$ cat src/rtl/video_pkg.sv
// ---------------------------------------------------------------------------
// video_pkg
// Purpose : shared definitions for the video timing generator: the per-axis
//           phase encoding, the default 800x480 panel timing and a helper
//           that sums the four phase lengths into a total period.
// Ports   : none (package)
// ---------------------------------------------------------------------------
package video_pkg;

    // Phase order along an axis, starting from count 0.
    typedef enum logic [1:0] {
        DISP  = 2'd0,
        FP    = 2'd1,
        PULSE = 2'd2,
        BP    = 2'd3
    } phase_t;

    // Default panel timing (800x480 at a 32 MHz pixel clock).
    localparam int H_DISP_DEF  = 800;
    localparam int H_FP_DEF    = 40;
    localparam int H_PULSE_DEF = 48;
    localparam int H_BP_DEF    = 40;
    localparam int V_DISP_DEF  = 480;
    localparam int V_FP_DEF    = 13;
    localparam int V_PULSE_DEF = 3;
    localparam int V_BP_DEF    = 29;

    function automatic int total(input int disp, input int fp,
                                 input int pulse, input int bp);
        return disp + fp + pulse + bp;
    endfunction

endpackage

$ cat src/rtl/timing_axis.sv
// ---------------------------------------------------------------------------
// timing_axis
// Purpose : one axis (horizontal or vertical) of the video timing. A counter
//           runs 0..TOTAL-1 and a 4-state phase FSM tracks DISP/FP/PULSE/BP
//           alongside it. The counter advances only when step is high.
// Ports   : clk   in   clock, rising edge
//           rst   in   asynchronous active-high reset
//           en    in   run enable; low forces the axis back to its origin
//           step  in   advance by one count this cycle
//           cnt   out  current count
//           phase out  current phase (matches cnt)
//           wrap  out  high while cnt is at its last value
// ---------------------------------------------------------------------------
module timing_axis
    import video_pkg::*;
#(
    parameter int DISP_LEN  = H_DISP_DEF,
    parameter int FP_LEN    = H_FP_DEF,
    parameter int PULSE_LEN = H_PULSE_DEF,
    parameter int BP_LEN    = H_BP_DEF,
    parameter int CNT_W     = $clog2(total(DISP_LEN, FP_LEN, PULSE_LEN, BP_LEN))
) (
    input  logic             clk,
    input  logic             rst,
    input  logic             en,
    input  logic             step,
    output logic [CNT_W-1:0] cnt,
    output phase_t           phase,
    output logic             wrap
);

    localparam int TOTAL = total(DISP_LEN, FP_LEN, PULSE_LEN, BP_LEN);

    // Last count of each phase; the FSM moves on when cnt reaches it.
    localparam logic [CNT_W-1:0] DISP_END  = CNT_W'(DISP_LEN - 1);
    localparam logic [CNT_W-1:0] FP_END    = CNT_W'(DISP_LEN + FP_LEN - 1);
    localparam logic [CNT_W-1:0] PULSE_END = CNT_W'(DISP_LEN + FP_LEN + PULSE_LEN - 1);
    localparam logic [CNT_W-1:0] LAST      = CNT_W'(TOTAL - 1);

    // A zero-length phase would make two boundaries coincide and the FSM
    // would skip a state, so such timings are rejected at elaboration.
    generate
        if (DISP_LEN < 1 || FP_LEN < 1 || PULSE_LEN < 1 || BP_LEN < 1) begin : g_bad_phase
            $error("timing_axis: every phase length must be at least 1");
        end
        if (TOTAL > (1 << CNT_W)) begin : g_bad_width
            $error("timing_axis: CNT_W too small for the axis period");
        end
    endgenerate

    assign wrap = (cnt == LAST);

    // Counter and phase FSM advance together so phase always describes cnt.
    always_ff @(posedge clk or posedge rst) begin
        if (rst) begin
            cnt   <= '0;
            phase <= DISP;
        end else if (!en) begin
            cnt   <= '0;
            phase <= DISP;
        end else if (step) begin
            if (wrap) begin
                cnt <= '0;
            end else begin
                cnt <= cnt + CNT_W'(1);
            end
            case (phase)
                DISP:  if (cnt == DISP_END)  phase <= FP;
                FP:    if (cnt == FP_END)    phase <= PULSE;
                PULSE: if (cnt == PULSE_END) phase <= BP;
                BP:    if (wrap)             phase <= DISP;
            endcase
        end
    end

endmodule

$ cat src/rtl/vga_timing_gen.sv
// ---------------------------------------------------------------------------
// vga_timing_gen
// Purpose : video timing generator for the pixel clock domain. Two timing_axis
//           instances produce the counters; this level only registers the
//           decoded sync, blank, coordinate and request outputs.
// Ports   : pixel_clk   in   pixel clock, rising edge
//           pixel_rst   in   asynchronous active-high reset
//           en          in   run enable; low idles at the origin
//           vga_hs      out  horizontal sync, active low
//           vga_vs      out  vertical sync, active low
//           vga_blank   out  high during active display
//           pix_x       out  column of the current active pixel
//           pix_y       out  line of the current active pixel
//           pix_req     out  high one cycle before each active pixel
//           line_start  out  one-cycle pulse at hcnt==0
//           frame_start out  one-cycle pulse at hcnt==0 && vcnt==0
// ---------------------------------------------------------------------------
module vga_timing_gen
    import video_pkg::*;
#(
    parameter int HDISP  = H_DISP_DEF,
    parameter int HFP    = H_FP_DEF,
    parameter int HPULSE = H_PULSE_DEF,
    parameter int HBP    = H_BP_DEF,
    parameter int VDISP  = V_DISP_DEF,
    parameter int VFP    = V_FP_DEF,
    parameter int VPULSE = V_PULSE_DEF,
    parameter int VBP    = V_BP_DEF
) (
    input  logic                     pixel_clk,
    input  logic                     pixel_rst,
    input  logic                     en,
    output logic                     vga_hs,
    output logic                     vga_vs,
    output logic                     vga_blank,
    output logic [$clog2(HDISP)-1:0] pix_x,
    output logic [$clog2(VDISP)-1:0] pix_y,
    output logic                     pix_req,
    output logic                     line_start,
    output logic                     frame_start
);

    localparam int X_W = $clog2(HDISP);
    localparam int Y_W = $clog2(VDISP);
    localparam int H_W = $clog2(total(HDISP, HFP, HPULSE, HBP));
    localparam int V_W = $clog2(total(VDISP, VFP, VPULSE, VBP));

    logic [H_W-1:0] h_cnt;
    logic [V_W-1:0] v_cnt;
    phase_t         h_phase;
    phase_t         v_phase;
    logic           h_wrap;

    // Coordinates captured alongside pix_req, moved to pix_x/pix_y one
    // cycle later so they line up with vga_blank.
    logic [X_W-1:0] x_q;
    logic [Y_W-1:0] y_q;

    timing_axis #(
        .DISP_LEN (HDISP),
        .FP_LEN   (HFP),
        .PULSE_LEN(HPULSE),
        .BP_LEN   (HBP),
        .CNT_W    (H_W)
    ) u_h_axis (
        .clk  (pixel_clk),
        .rst  (pixel_rst),
        .en   (en),
        .step (1'b1),
        .cnt  (h_cnt),
        .phase(h_phase),
        .wrap (h_wrap)
    );

    // The vertical axis advances once per line, on the last pixel of the line,
    // so the line/frame wrap lands on the same edge.
    timing_axis #(
        .DISP_LEN (VDISP),
        .FP_LEN   (VFP),
        .PULSE_LEN(VPULSE),
        .BP_LEN   (VBP),
        .CNT_W    (V_W)
    ) u_v_axis (
        .clk  (pixel_clk),
        .rst  (pixel_rst),
        .en   (en),
        .step (h_wrap),
        .cnt  (v_cnt),
        .phase(v_phase),
        .wrap ()
    );

    // Registered decode. Sync, pulses and pix_req reflect the counters of the
    // previous cycle; vga_blank and the coordinates follow pix_req one cycle
    // later, which is what makes pix_req an early request. While en is low
    // every output is held at its reset value, so nothing survives a restart.
    always_ff @(posedge pixel_clk or posedge pixel_rst) begin
        if (pixel_rst) begin
            vga_hs      <= 1'b1;
            vga_vs      <= 1'b1;
            vga_blank   <= 1'b0;
            pix_x       <= '0;
            pix_y       <= '0;
            pix_req     <= 1'b0;
            line_start  <= 1'b0;
            frame_start <= 1'b0;
            x_q         <= '0;
            y_q         <= '0;
        end else if (!en) begin
            vga_hs      <= 1'b1;
            vga_vs      <= 1'b1;
            vga_blank   <= 1'b0;
            pix_x       <= '0;
            pix_y       <= '0;
            pix_req     <= 1'b0;
            line_start  <= 1'b0;
            frame_start <= 1'b0;
            x_q         <= '0;
            y_q         <= '0;
        end else begin
            vga_hs      <= (h_phase != PULSE);
            vga_vs      <= (v_phase != PULSE);
            line_start  <= (h_cnt == '0);
            frame_start <= (h_cnt == '0) && (v_cnt == '0);
            pix_req     <= (h_phase == DISP) && (v_phase == DISP);
            x_q         <= h_cnt[X_W-1:0];
            y_q         <= v_cnt[Y_W-1:0];
            vga_blank   <= pix_req;
            if (pix_req) begin
                pix_x <= x_q;
                pix_y <= y_q;
            end
        end
    end

endmodule

$ cat config.mk
export PLATFORM = sky130hd
export DESIGN_NAME = vga_timing_gen
export DESIGN_NICKNAME = d
export VERILOG_FILES = /design/src/rtl/video_pkg.sv /design/src/rtl/timing_axis.sv /design/src/rtl/vga_timing_gen.sv
export SDC_FILE = /design/constraint.sdc
export NUM_CORES = 1
export LEC_CHECK = 0
export ABC_AREA = 1
export CORE_AREA = 5 5 84 86
export DETAILED_ROUTE_END_ITERATION = 10
export DIE_AREA = 0 0 89 91
export PLACE_DENSITY_LB_ADDON = 0.25
export SLEW_MARGIN = 0
export SYNTH_ARGS = -nofsm -noshare
export SYNTH_HDL_FRONTEND = slang
export SYNTH_HIERARCHICAL = 1
export SYNTH_SLANG_ARGS = --single-unit
$ cat constraint.sdc
create_clock -name pixel_clk -period 2 [get_ports pixel_clk]
set_clock_uncertainty 0.15 [all_clocks]
set_input_delay 0.4 -clock pixel_clk [delete_from_list [all_inputs] [get_ports pixel_clk]]
set_output_delay 0.4 -clock pixel_clk [all_outputs]
set_load 0.01 [all_outputs]
==> run metrics <==
Net count, final=approximately 480; register clock-pin slew on the reported worst setup and hold paths=0.07 ns; crit path DAT=1.39 ns; worst r2r path cells=9; CTS H-tree depth=3; fmax=515 MHz; iteration-0 DRC count of the detailed router=approximately 120; reg2reg start=u_h_axis/cnt[0]$_DFFE_PP0P_; pin count of the biggest net entering global routing=43; Hold Crit Start=en; CTS Buffer Depth=2; post-route ant nets=0; # diodes=0; drt pass-1 iters=4; P per Cell Area=roughly 800 nW/µm²; register-to-register setup slack=0.17 ns; Vias/cell=~4.8; PortBufs=27; final hold vios=0; first-pass GRT wire length=11,000 µm; setup TNS=0 ns; Worst EP required=1.45 ns; P_leak=2.27 nW; max-slew violations=0; Worst Hold Path Cells=2; Max-cap violations=0; Horiz. Die Dim=89 µm; die height=~91 µm; Gate Count Post-Synth=427; total CTS buffers=9; CP Buf/Inv Count=1; min Tclk post-route=around 1.9 ns; CP Capture Type=output port; initial core utilization=between 50% and 60%; final setup fails=0; FF-to-FF End=u_v_axis/cnt[2]$_DFFE_PP0P_; CP max stage delay=0.53 ns; Remaining DRCs=0; Final period util=between 90% and 100%; initial antenna violation count=0; # rows=29; IO Count=28; Tot GR Track Use=about 17%; Mapped Area=3430 µm²; synth warn=6; Vias=around 2,600; Total Wirelength=6320 µm; DIE AREA=8100 µm²; vias in the first global route=between 2,000 and 2,500; Root Buffer=clkbuf_8; RSZ-0062 raised after global routing=false; Syn Area/Cell=8.03 µm²; Final HPWL DP=roughly 4600 µm; CTS tree=built; core box area=6200 µm²; grt ovf=0; Post-CTS Setup Inserts=0; crit-path cells=clkdlybuf4s50_1; status=finished, final reports clean; Area growth syn-to-layout=17.1%; Worst-Skew Late Latency=between 0.3 and 0.4 ns; maximum VDD drop=about 0.48 mV; Crit path max-delay family=flip-flops; final cell count without fillers=roughly 550; slowest CP cell=dfstp_2; Hold WC Path Type=in -> reg; Sink Count=68; DP Cell Count=about 530; Avg WL per Cell=~12 µm; routability cong.=roughly 0.97; Worst Setup Start Kind=flip-flop; Hold EP=vga_hs$_DFF_PP1_; critical path fanouts, max=1; share of cells above drive strength 1=between 10% and 20%; Setup Crit Path Kind=reg -> out
## cell usage in the layout (no fill, tap or decap), drive strengths merged, types with 2 or more instances in the layout
cell           count
nor3               5
a21oi              2
xor2               3
o22ai              2
nand4              4
inv               77
clkdlybuf4s50     26
or2                2
nand2            132
ha                12
and3               3
buf                9
nor2              49
dfstp              2
nand3             41
o21bai             2
dfrtp             66
o21ai              8
clkinv             5
clkbuf            10
conb               4
## power breakdown
group / leakage (nW) / total [W] / switching (W) / internal (W)
Sequential: 0.932 / 0.00151 / 0.0000731 / 0.00144
Clock: 0.106 / 0.00113 / 0.000520 / 0.000610
Combinational: 1.23 / 0.000472 / 0.000295 / 0.000176
Total: 2.27 / 0.00312 / 0.000888 / 0.00223
## cell type report
type                            count  area, µm²
Sequential cell                    68       1710
Inverter                           77        303
Timing Repair Buffer               35        350
Multi-Input combinational cell    275       1360
Clock buffer                       10        138
Fill cell                         518       2190
Tap cell                           77       96.3
Clock inverter                      6       62.6
## timing repair
item                       4_1_cts  5_1_grt
setup endpoints to repair        0        6
hold buffers                     0        0
gates resized for setup          0        4
## layer usage
| layer | part of all wire [%] | vias up | routed length (µm) | track usage (%) |
|---|---|---|---|---|
| met4 | 1.3 | 0 | 80 | 5.21 |
| met5 | 0 | - | 0 | 0 |
| met1 | 49 | 1199 | 3090 | 24.2 |
| met3 | 3.8 | 7 | 241 | 4.07 |
| li1 | - | 1372 | - | - |
| met2 | 46 | 38 | 2900 | 26.1 |
## per-stage QoR
step           power [W]  area (µm²)  util [%]  hold slack (ns)  setup WS, ns
6_report         0.00312        4010      64.7            0.255        0.0591
5_1_grt          0.00330        4010      64.7            0.266       0.00346
4_1_cts          0.00315        4010      64.6            0.248        0.0378
3_5_place_dp     0.00202        3810      61.4            0.275         0.119
3_3_place_gp     0.00200        3810      61.4            0.272         0.174
2_1_floorplan    0.00188        3440         -            0.115         0.196
## sequential cells by signal, summed over array words and instances, names as in the netlist
name and cells:
u_v_axis/phase 2, line_start 1, vga_hs 1, pix_y 9
vga_vs 1, frame_start 1, pix_x 10, vga_blank 1
u_h_axis/phase 2, x_q 10, u_v_axis/cnt 10, y_q 9
u_h_axis/cnt 10, pix_req 1
## worst max path at each step
stage | slack (ns) | depth (start not counted) | from | endpoint
after floorplan | 0.20 | 9 | u_h_axis/cnt[0]$_DFFE_PP0P_ | u_v_axis/cnt[3]$_DFFE_PP0P_
after global placement | 0.17 | 12 | u_h_axis/cnt[5]$_DFFE_PP0P_ | u_v_axis/cnt[9]$_DFFE_PP0P_
after detailed placement | 0.12 | 9 | u_h_axis/cnt[0]$_DFFE_PP0P_ | u_v_axis/cnt[2]$_DFFE_PP0P_
after CTS | 0.04 | 1 | vga_vs$_DFF_PP1_ | vga_vs
after global routing | 0.003 | 9 | u_v_axis/cnt[0]$_DFFE_PP0P_ | u_v_axis/cnt[8]$_DFFE_PP0P_
final | 0.06 | 1 | vga_hs$_DFF_PP1_ | vga_hs
(Power assumes the default switching activity.)
